===== config.mk =====
export PLATFORM = sky130hd
export DESIGN_NAME = st_tx_arbiter_flat
export DESIGN_NICKNAME = d
export VERILOG_FILES = /design/src/rtl/st_tx_arbiter_if.sv /design/src/rtl/st_tx_arbiter.sv /design/src/flat_wrapper.sv
export SDC_FILE = /design/constraint.sdc
export NUM_CORES = 1
export LEC_CHECK = 0
export ABC_AREA = 1
export CORE_AREA = 2 2 52 103
export CTS_CLUSTER_DIAMETER = 200
export DETAILED_ROUTE_END_ITERATION = 12
export DIE_AREA = 0 0 54 105
export HOLD_SLACK_MARGIN = 0.02
export PLACE_DENSITY = 0.88
export SYNTH_ARGS = -nofsm -noshare
export SYNTH_HDL_FRONTEND = slang
export SYNTH_SLANG_ARGS = --single-unit

===== constraint.sdc =====
create_clock -name clk -period 1.6 [get_ports clk]
set_clock_uncertainty 0.1 [all_clocks]
set_input_delay 0.32 -clock clk [delete_from_list [all_inputs] [get_ports clk]]
set_output_delay 0.32 -clock clk [all_outputs]
set_load 0.01 [all_outputs]

===== src/rtl/st_tx_arbiter_if.sv =====
// AXI-Stream style TX channel bundle (data, valid, last, byte enables, ready).
// master drives the payload and valid, slave returns ready.
interface st_tx_arbiter_if #(
  parameter int unsigned DATA_W = 32
);
  localparam int unsigned KEEP_W = DATA_W / 8;

  logic [DATA_W-1:0] tdata;
  logic              tvld;
  logic              tlast;
  logic [KEEP_W-1:0] tkeep;
  logic              trdy;

  modport master (output tdata, output tvld, output tlast, output tkeep, input  trdy);
  modport slave  (input  tdata, input  tvld, input  tlast, input  tkeep, output trdy);
endinterface


===== src/rtl/st_tx_arbiter.sv =====
// Packet-level round-robin arbiter merging sd/au/arp TX streams into the TSE MAC port.
// Optional macro ST_TX_ARB_ARP_PRIO_EN gives ARP strict priority at each arbitration.
module st_tx_arbiter #(
  parameter int unsigned DATA_W = 32
) (
  input  logic            clk,
  input  logic            reset_n,
  st_tx_arbiter_if.slave  sd,
  st_tx_arbiter_if.slave  au,
  st_tx_arbiter_if.slave  arp,
  st_tx_arbiter_if.master to_tse,
  output logic [2:0]      grant_o,
  output logic            busy_o
);
  localparam int unsigned KEEP_W = DATA_W / 8;

  typedef enum logic {IDLE = 1'b0, XFER = 1'b1} state_t;

  state_t     state_q, state_d;
  logic [2:0] grant_q, grant_d;
  logic [1:0] last_ptr_q, last_ptr_d;
  logic [2:0] req;
  logic [1:0] grant_idx;

  assign req = {arp.tvld, au.tvld, sd.tvld};

  // Next source to serve: first requester after the last granted one.
  function automatic logic [2:0] pick(input logic [2:0] r, input logic [1:0] last);
    logic [2:0] g;
    g = 3'b000;
`ifdef ST_TX_ARB_ARP_PRIO_EN
    if (r[2]) begin
      g = 3'b100;
    end else if (last == 2'd0) begin
      if (r[1])      g = 3'b010;
      else if (r[0]) g = 3'b001;
    end else begin
      if (r[0])      g = 3'b001;
      else if (r[1]) g = 3'b010;
    end
`else
    case (last)
      2'd0: begin
        if (r[1])      g = 3'b010;
        else if (r[2]) g = 3'b100;
        else if (r[0]) g = 3'b001;
      end
      2'd1: begin
        if (r[2])      g = 3'b100;
        else if (r[0]) g = 3'b001;
        else if (r[1]) g = 3'b010;
      end
      default: begin
        if (r[0])      g = 3'b001;
        else if (r[1]) g = 3'b010;
        else if (r[2]) g = 3'b100;
      end
    endcase
`endif
    return g;
  endfunction

  assign grant_idx = grant_q[2] ? 2'd2 : (grant_q[1] ? 2'd1 : 2'd0);

  // State, grant and rotation pointer registers.
  always_ff @(posedge clk or negedge reset_n) begin
    if (!reset_n) begin
      state_q    <= IDLE;
      grant_q    <= 3'b000;
      last_ptr_q <= 2'd2;
    end else begin
      state_q    <= state_d;
      grant_q    <= grant_d;
      last_ptr_q <= last_ptr_d;
    end
  end

  // Arbitration, zero-latency datapath mux and packet-end detection.
  always_comb begin
    state_d       = state_q;
    grant_d       = grant_q;
    last_ptr_d    = last_ptr_q;
    to_tse.tdata  = DATA_W'(0);
    to_tse.tkeep  = KEEP_W'(0);
    to_tse.tlast  = 1'b0;
    to_tse.tvld   = 1'b0;
    sd.trdy       = 1'b0;
    au.trdy       = 1'b0;
    arp.trdy      = 1'b0;

    case (state_q)
      IDLE: begin
        if (|req) begin
          grant_d = pick(req, last_ptr_q);
          state_d = XFER;
        end
      end
      XFER: begin
        if (grant_q[0]) begin
          to_tse.tdata = sd.tdata;
          to_tse.tkeep = sd.tkeep;
          to_tse.tlast = sd.tlast;
          to_tse.tvld  = sd.tvld;
          sd.trdy      = to_tse.trdy;
        end else if (grant_q[1]) begin
          to_tse.tdata = au.tdata;
          to_tse.tkeep = au.tkeep;
          to_tse.tlast = au.tlast;
          to_tse.tvld  = au.tvld;
          au.trdy      = to_tse.trdy;
        end else if (grant_q[2]) begin
          to_tse.tdata = arp.tdata;
          to_tse.tkeep = arp.tkeep;
          to_tse.tlast = arp.tlast;
          to_tse.tvld  = arp.tvld;
          arp.trdy     = to_tse.trdy;
        end
        // Grant is released only on the tlast handshake.
        if (to_tse.tvld && to_tse.trdy && to_tse.tlast) begin
          state_d    = IDLE;
          grant_d    = 3'b000;
          last_ptr_d = grant_idx;
        end
      end
      default: begin
        state_d = IDLE;
        grant_d = 3'b000;
      end
    endcase
  end

  assign grant_o = grant_q;
  assign busy_o  = (state_q == XFER);

endmodule


===== src/flat_wrapper.sv =====
// flat-port wrapper written by rule: the top's interface ports become plain ports
module st_tx_arbiter_flat 
#(
  parameter int unsigned DATA_W = 32
)
  (clk, reset_n, grant_o, busy_o, sd_tdata, sd_tvld, sd_tlast, sd_tkeep, sd_trdy, au_tdata, au_tvld, au_tlast, au_tkeep, au_trdy, arp_tdata, arp_tvld, arp_tlast, arp_tkeep, arp_trdy, to_tse_tdata, to_tse_tvld, to_tse_tlast, to_tse_tkeep, to_tse_trdy);
  st_tx_arbiter_if #(.DATA_W(DATA_W)) sd_i ();
  st_tx_arbiter_if #(.DATA_W(DATA_W)) au_i ();
  st_tx_arbiter_if #(.DATA_W(DATA_W)) arp_i ();
  st_tx_arbiter_if #(.DATA_W(DATA_W)) to_tse_i ();
  input  logic clk;
  input  logic reset_n;
  output logic [2:0] grant_o;
  output logic busy_o;
  input wire logic [$bits(sd_i.tdata)-1:0] sd_tdata;
  input wire logic [$bits(sd_i.tvld)-1:0] sd_tvld;
  input wire logic [$bits(sd_i.tlast)-1:0] sd_tlast;
  input wire logic [$bits(sd_i.tkeep)-1:0] sd_tkeep;
  output wire logic [$bits(sd_i.trdy)-1:0] sd_trdy;
  input wire logic [$bits(au_i.tdata)-1:0] au_tdata;
  input wire logic [$bits(au_i.tvld)-1:0] au_tvld;
  input wire logic [$bits(au_i.tlast)-1:0] au_tlast;
  input wire logic [$bits(au_i.tkeep)-1:0] au_tkeep;
  output wire logic [$bits(au_i.trdy)-1:0] au_trdy;
  input wire logic [$bits(arp_i.tdata)-1:0] arp_tdata;
  input wire logic [$bits(arp_i.tvld)-1:0] arp_tvld;
  input wire logic [$bits(arp_i.tlast)-1:0] arp_tlast;
  input wire logic [$bits(arp_i.tkeep)-1:0] arp_tkeep;
  output wire logic [$bits(arp_i.trdy)-1:0] arp_trdy;
  output wire logic [$bits(to_tse_i.tdata)-1:0] to_tse_tdata;
  output wire logic [$bits(to_tse_i.tvld)-1:0] to_tse_tvld;
  output wire logic [$bits(to_tse_i.tlast)-1:0] to_tse_tlast;
  output wire logic [$bits(to_tse_i.tkeep)-1:0] to_tse_tkeep;
  input wire logic [$bits(to_tse_i.trdy)-1:0] to_tse_trdy;
  assign sd_i.tdata = sd_tdata;
  assign sd_i.tvld = sd_tvld;
  assign sd_i.tlast = sd_tlast;
  assign sd_i.tkeep = sd_tkeep;
  assign sd_trdy = sd_i.trdy;
  assign au_i.tdata = au_tdata;
  assign au_i.tvld = au_tvld;
  assign au_i.tlast = au_tlast;
  assign au_i.tkeep = au_tkeep;
  assign au_trdy = au_i.trdy;
  assign arp_i.tdata = arp_tdata;
  assign arp_i.tvld = arp_tvld;
  assign arp_i.tlast = arp_tlast;
  assign arp_i.tkeep = arp_tkeep;
  assign arp_trdy = arp_i.trdy;
  assign to_tse_tdata = to_tse_i.tdata;
  assign to_tse_tvld = to_tse_i.tvld;
  assign to_tse_tlast = to_tse_i.tlast;
  assign to_tse_tkeep = to_tse_i.tkeep;
  assign to_tse_i.trdy = to_tse_trdy;
  st_tx_arbiter #(.DATA_W(DATA_W)) u_core (.clk(clk), .reset_n(reset_n), .sd(sd_i), .au(au_i), .arp(arp_i), .to_tse(to_tse_i), .grant_o(grant_o), .busy_o(busy_o));
endmodule

==> impl_metrics.env, run 1 <==
export IMPL_drt_met1_wl_um=2190
export IMPL_power_mw=2.74
export IMPL_routabilityCongestion=0.781
export IMPL_status="complete, but fails checks"
export IMPL_coreArea_mm2=0.00486
export IMPL_cts_hold_fix_bufs=0
export IMPL_number_of_drc_violations_after_detailed_routing=0
export IMPL_reg2reg_end="u_core.grant_o[2]"
export IMPL_floorplan_die_area_mm2=0.00567
export IMPL_maxSlewHeadroom=0.799
export IMPL_cp_data_required_time_ns=1.18
export IMPL_ff2ff_path_depth=10
export IMPL_max_cap_violations=0
export IMPL_timing_critical_path_to_type="primary output"
export IMPL_ys_top_cells_by_area="sky130_fd_sc_hd__nand2_1 (38%), sky130_fd_sc_hd__a31oi_1 (20%), sky130_fd_sc_hd__dfrtp_1 (11%), sky130_fd_sc_hd__buf_6 (3.8%), sky130_fd_sc_hd__nor2_8 (3.4%)"
export IMPL_postSynth_asyncResetShare=1.00
export IMPL_cts_sinks=6
export IMPL_drt_vias_per_instance=4.96
export IMPL_final_tns_setup_ns=-15.12
export IMPL_clock_insertion_delay_worst_skew_ns=0.24
export IMPL_placement_rows=36
export IMPL_clkSlewWorstSetupHoldPaths_ns=0.04
export IMPL_fin_max_slew_vios=0
export IMPL_ir_drop_mv=0.661
export IMPL_violations="negative setup slack"
export IMPL_syn_nets=337
export IMPL_rsz0062_at_grt="true"
export IMPL_max_clock_path_buffers=2
export IMPL_num_vias=2326
export IMPL_synth_cells=220
export IMPL_finalInstanceArea_mm2=0.00340
export IMPL_synth_edff_count=0
export IMPL_synth_fa_ha_area_frac=0
export IMPL_drtIter0Drc=75
export IMPL_tritoncts_num_buffers=3
export IMPL_final_fill_count=368
export IMPL_yosysTopAreaCellShare=0.377
export IMPL_initial_core_util=0.243
export IMPL_post_synth_and_or_nand_nor_area_fraction=0.511
export IMPL_placed_area_mm2=0.00324
export IMPL_dp_slack_ns=-0.575
export IMPL_routed_wl_met2_um=4070
export IMPL_synth_top_flop_cell="sky130_fd_sc_hd__dfrtp_1"
export IMPL_layout_area_overhead_vs_synth_pct=187
export IMPL_reg2reg_slack_ns=-0.14
export IMPL_route_top_layer_used="met4"
export IMPL_tritoncts="done"
export IMPL_timing_final_crit_share=1.26
export IMPL_synth_common_cells="sky130_fd_sc_hd__nand2_1 (119), sky130_fd_sc_hd__a31oi_1 (37), sky130_fd_sc_hd__inv_1 (8)"
export IMPL_synth_yosys_warnings=0
export IMPL_place_detailed_hpwl_um=5320
export IMPL_arrival_time_reported_for_the_critical_path_endpoint_ns=1.60
export IMPL_crit_start="u_core.grant_o[1]"
export IMPL_buffer_ports_inserted=161
export IMPL_floorplan_die_width_um=54
export IMPL_yosys_cell_count_top_type="sky130_fd_sc_hd__nand2_1"
export IMPL_htreeDepth=1
export IMPL_finalHoldViolations=0
export IMPL_synth_avg_cell_area_um2=5.38
export IMPL_layout_drive_gt1_share=0.400
export IMPL_cp_start_kind="register"
export IMPL_grt_total_usage=0.230
export IMPL_xor_xnor_portion_of_the_synthesized_cell_area=0
export IMPL_post_synth_instance_area_mm2=0.00118
export IMPL_worstSetupPathType="reg -> out"
export IMPL_synthMuxAreaShare=0
export IMPL_routed_wl_met3_um=462
export IMPL_synth_sequential_area_ratio=0.128
export IMPL_setup_viol=46
export IMPL_leakage_nw=1.38
export IMPL_final_critical_path_required_period_ns=2.02
export IMPL_route_final_wire_length_um=7010
export IMPL_synth_seq_cells=6
export IMPL_yosysUniqueCellTypes=25
export IMPL_cp_max_fo=14
export IMPL_critPathCapture="to_tse_tdata[26]"
export IMPL_route_antenna_remaining_nets=0
export IMPL_hold_class="in -> async"
export IMPL_dominant_cell_type_by_area_after_synthesis="sky130_fd_sc_hd__nand2_1"
export IMPL_layout_setup_ws_ns=-0.419
export IMPL_synth_compound_area_share=0.230
export IMPL_grt_antenna_before_repair=0
export IMPL_power_per_cell_area_mw_per_mm2=807
export IMPL_wire_per_inst_um=14.9
export IMPL_maxClockFrequency_ghz=0.495
export IMPL_finish_net_count=530
export IMPL_io_pin_count=162
export IMPL_worst_slew_pin_slew_ns=0.301
export IMPL_combinational_family_with_the_most_area_after_synthesis="simple AND/OR/NAND/NOR gates"
export IMPL_wire_length_of_the_first_global_routing_pass_um=10100
export IMPL_ctsRootBufferMaster="sky130_fd_sc_hd__clkbuf_8"
export IMPL_grt_overflow_total=0
export IMPL_worst_r2r_startpoint="u_core.grant_o[1]"
export IMPL_die_h_um=105
export IMPL_antennaDiodeCount=0
export IMPL_dr_pass1_iters=4
export IMPL_grt_pass1_vias=2402
export IMPL_maximum_number_of_pins_on_one_net_before_global_route_repair=30
-- metal layers --
layer / vias to the layer above / global-route usage
met1: 1067 / 0.201
met2: 118 / 0.465
li1: 1115 / -
met4: 0 / 0.0875
met5: - / 0
met3: 26 / 0.0357
-- layout make-up --
class | instances | area (µm²) | share of cell area
repair buffers | 204 | 1890 | 0.556
multi-input cells | 186 | 1190 | 0.351
flip-flops and latches | 6 | 154 | 0.0453
well taps | 57 | 71.3 | 0.0210
clock buffers | 4 | 45.0 | 0.0132
inverters | 12 | 45.0 | 0.0132
-- worst max-delay path, stage by stage, from the launching register on --
cell and delay [ns]:
sky130_fd_sc_hd__dfrtp_2 0.42, sky130_fd_sc_hd__inv_2 0.08, sky130_fd_sc_hd__buf_12 0.13, sky130_fd_sc_hd__nor2_8 0.15, sky130_fd_sc_hd__clkbuf_16 0.20, sky130_fd_sc_hd__nand2_1 0.07
sky130_fd_sc_hd__a31oi_2 0.17, sky130_fd_sc_hd__buf_2 0.15
-- flip-flops by register name (all words and copies together) (netlist names) --
| register | count |
|---|---|
| u_core.last_ptr_q | 2 |
| u_core.grant_o | 3 |
| u_core.busy_o | 1 |
-- kinds of logic after synthesis --
family	Yosys count
AND/OR/NAND/NOR	142
AO/OA/AOI/OAI	44
buffers and inverters	28
flip-flops	6
-- layout by cell type, fill, tap and decap left out, drive strengths merged --
master         netlist  final
nand3                8      8
dfstp                1      1
nor3                 3      3
dfrtp                5      5
a21oi                2      2
clkbuf               6      6
clkinv               1      1
nor2                10     10
o21ai                4      4
nand2              120    120
buf                 10     83
nand4                1      1
clkdlybuf4s50        0    113
inv                 11     11
dlymetal6s2s         0      1
a31oi               37     37
dlygate4sd2          0      5
o21a                 1      1
-- worst min path at each step --
stage / endpoint / startpoint / cells past startpoint / slack [ns]
floorplan: u_core.busy_o / reset_n / 0 / -0.08
global placement: u_core.last_ptr_q[0] / u_core.last_ptr_q[0] / 2 / 0.37
detailed placement: u_core.last_ptr_q[1] / u_core.last_ptr_q[1] / 2 / 0.39
CTS: u_core.grant_o[1] / reset_n / 1 / 0.24
global route: u_core.busy_o / reset_n / 1 / 0.26
finish: u_core.busy_o / reset_n / 1 / 0.24
-- power breakdown --
group	total (mW)	internal [mW]	switching, mW	leakage [nW]
Combinational	2.28	1.23	1.06	1.29
Sequential	0.204	0.179	0.0258	0.0708
Clock	0.256	0.173	0.0829	0.0228
-- repair_timing --
item / in CTS / in global routing
gates resized for setup: 190 / 34
gates cloned: 0 / 2
hold endpoints to repair: 0 / 0
buffers inserted: 15 / 1
pin swaps: 6 / 7
endpoints found under the setup margin: 46 / 47
-- stage by stage --
stage / hold slack [ns] / cells / util
after global routing: 0.259 / 469 / 0.699
after detailed placement: 0.394 / 451 / 0.666
after CTS: 0.245 / 469 / 0.672
after global placement: 0.374 / 451 / 0.666
after floorplan: -0.0756 / 220 / -
final: 0.238 / 469 / 0.699
Power figures use the tool's default switching activity.
==> inputs of run 2 (changes only) <==
Clock period 1.6 ns to 2.2 ns, I/O delays scaled along.
==> run 2 against run 1 <==
The flow now finishes without violations. Clock-buffer cell count unchanged. Critical path depth unchanged. Sequential cell count unchanged.
==> impl_metrics.env, run 2 (same netlist as run 1, synthesis figures left out) <==
export IMPL_status="completed"
export IMPL_finish_net_count=517
export IMPL_initial_core_util=0.243
export IMPL_largest_register_ffs=3
export IMPL_clkSlewWorstSetupHoldPaths_ns=0.04
export IMPL_buffer_ports_inserted=161
export IMPL_grt_antenna_before_repair=0
export IMPL_cts_hold_fix_bufs=0
export IMPL_placed_area_mm2=0.00295
export IMPL_clock_insertion_delay_worst_skew_ns=0.23
export IMPL_place_detailed_hpwl_um=5060
export IMPL_max_cap_violations=0
export IMPL_wire_length_of_the_first_global_routing_pass_um=9700
export IMPL_layout_drive_gt1_share=0.206
export IMPL_register_area_um2=153
export IMPL_leakage_nw=1.25
export IMPL_floorplan_die_area_mm2=0.00567
export IMPL_final_critical_path_required_period_ns=2.15
export IMPL_dp_slack_ns=-0.218
export IMPL_power_mw=1.70
export IMPL_cp_data_required_time_ns=1.66
export IMPL_die_h_um=105
export IMPL_coreArea_mm2=0.00486
export IMPL_route_final_wire_length_um=6400
export IMPL_setup_viol=0
export IMPL_timing_final_crit_share=0.976
export IMPL_ctsRootBufferMaster="sky130_fd_sc_hd__clkbuf_8"
export IMPL_most_used_cells_in_the_layout_excluding_fill_and_tap_cells="sky130_fd_sc_hd__clkdlybuf4s50_1 (120), sky130_fd_sc_hd__nand2_1 (119), sky130_fd_sc_hd__a31oi_1 (37)"
export IMPL_antennaDiodeCount=0
export IMPL_finalHoldViolations=0
export IMPL_finalInstanceArea_mm2=0.00294
export IMPL_max_clock_path_buffers=2
export IMPL_fin_max_slew_vios=0
export IMPL_hold_class="in -> async"
export IMPL_maximum_number_of_pins_on_one_net_before_global_route_repair=25
export IMPL_dr_pass1_iters=6
export IMPL_htreeDepth=1
export IMPL_ir_drop_mv=0.417
export IMPL_wire_per_inst_um=14.0
export IMPL_grt_overflow_total=0
export IMPL_worst_slew_pin_slew_ns=0.296
export IMPL_drtIter0Drc=112
export IMPL_num_vias=2231
export IMPL_final_fill_count=429
export IMPL_io_pin_count=162
export IMPL_maxClockFrequency_ghz=0.466
export IMPL_worstSetupPathType="reg -> out"
export IMPL_worst_r2r_startpoint="u_core.grant_o[1]"
export IMPL_cp_start_kind="register"
export IMPL_floorplan_die_width_um=54
export IMPL_layout_setup_ws_ns=0.0536
export IMPL_grt_pass1_vias=2284
export IMPL_routabilityCongestion=0.780
export IMPL_tritoncts="done"
export IMPL_cp_max_fo=12
export IMPL_cts_sinks=6
export IMPL_number_of_drc_violations_after_detailed_routing=0
export IMPL_layout_area_overhead_vs_synth_pct=148
export IMPL_route_antenna_remaining_nets=0
export IMPL_tritoncts_num_buffers=3
export IMPL_most_frequent_standard_cell_in_the_layout_excluding_fill_and_tap_cells="sky130_fd_sc_hd__clkdlybuf4s50_1"
export IMPL_timing_critical_path_to_type="primary output"
export IMPL_power_per_cell_area_mw_per_mm2=579
export IMPL_multi_input_area_um2=882
export IMPL_rsz0062_at_grt="true"
export IMPL_drt_vias_per_instance=4.89
export IMPL_placement_rows=36
export IMPL_arrival_time_reported_for_the_critical_path_endpoint_ns=1.61
export IMPL_grt_total_usage=0.221
export IMPL_maxSlewHeadroom=0.802
export IMPL_crit_start="u_core.grant_o[1]"
[run 2: cell count changes in the layout (fill, tap and decap cells not counted), sizes merged]
cell and change:
dlymetal6s2s +1, dlygate4sd2 -4, clkdlybuf4s15 +2, clkdlybuf4s50 +7, clkbuf +19, buf -38
[run 2: stage by stage]
stage                     hold WS, ns  instances   util  setup TNS [ns]
after floorplan                0.0444        220      -               0
after detailed placement        0.390        444  0.606           -2.03
after global placement          0.383        444  0.606           -1.26
after CTS                       0.361        452  0.611          -0.123
after global routing            0.368        456  0.604         -0.0454
final                           0.364        456  0.604               0
[run 2: final timing paths]
kind,endpoint,slack (ns),cells past startpoint
worst max-delay path,to_tse_tlast,0.05,7
worst min-delay path,u_core.grant_o[1],0.36,1
worst max register to register,u_core.grant_o[1],0.53,10
worst min register to register,u_core.last_ptr_q[1],0.40,2
max in group asynchronous,u_core.last_ptr_q[1],1.35,1
min in group clk,u_core.last_ptr_q[1],0.40,2
[run 2: layout make-up]
cell class	instances	area share
timing repair buffer	191	0.593
multi-input combinational	186	0.300
sequential	6	0.0520
tap	57	0.0243
clock buffer	4	0.0153
inverter	12	0.0153
[run 2: metal layers]
metal  GRT usage  wire length (µm)  vias to the layer above
li1            -                 -                     1089
met1       0.209              2120                      986
met3      0.0214               376                       23
met5           0                 0                        -
met4      0.0821               203                        0
met2       0.439              3700                      133
[run 2: critical path, cell delays in order, from the launching register on]
cell and delay, ns:
sky130_fd_sc_hd__dfrtp_1 0.39, sky130_fd_sc_hd__buf_4 0.15, sky130_fd_sc_hd__inv_2 0.07, sky130_fd_sc_hd__nor2_8 0.14, sky130_fd_sc_hd__buf_12 0.15, sky130_fd_sc_hd__nand2_2 0.06
sky130_fd_sc_hd__a31oi_1 0.15, sky130_fd_sc_hd__clkdlybuf4s15_1 0.26
[run 2: repair_timing]
action                     CTS  global route
buffers inserted             3             3
pin swaps                    1             1
gates resized for setup     92            49
setup endpoints to repair   40            39
gates cloned                 1             1
[run 2: report_power, final]
group | switching (mW) | internal [mW] | total, mW | leakage (nW)
sequential | 0.0171 | 0.129 | 0.146 | 0.0723
clock | 0.0521 | 0.125 | 0.177 | 0.0228
combinational | 0.672 | 0.707 | 1.38 | 1.16
total | 0.741 | 0.961 | 1.70 | 1.25
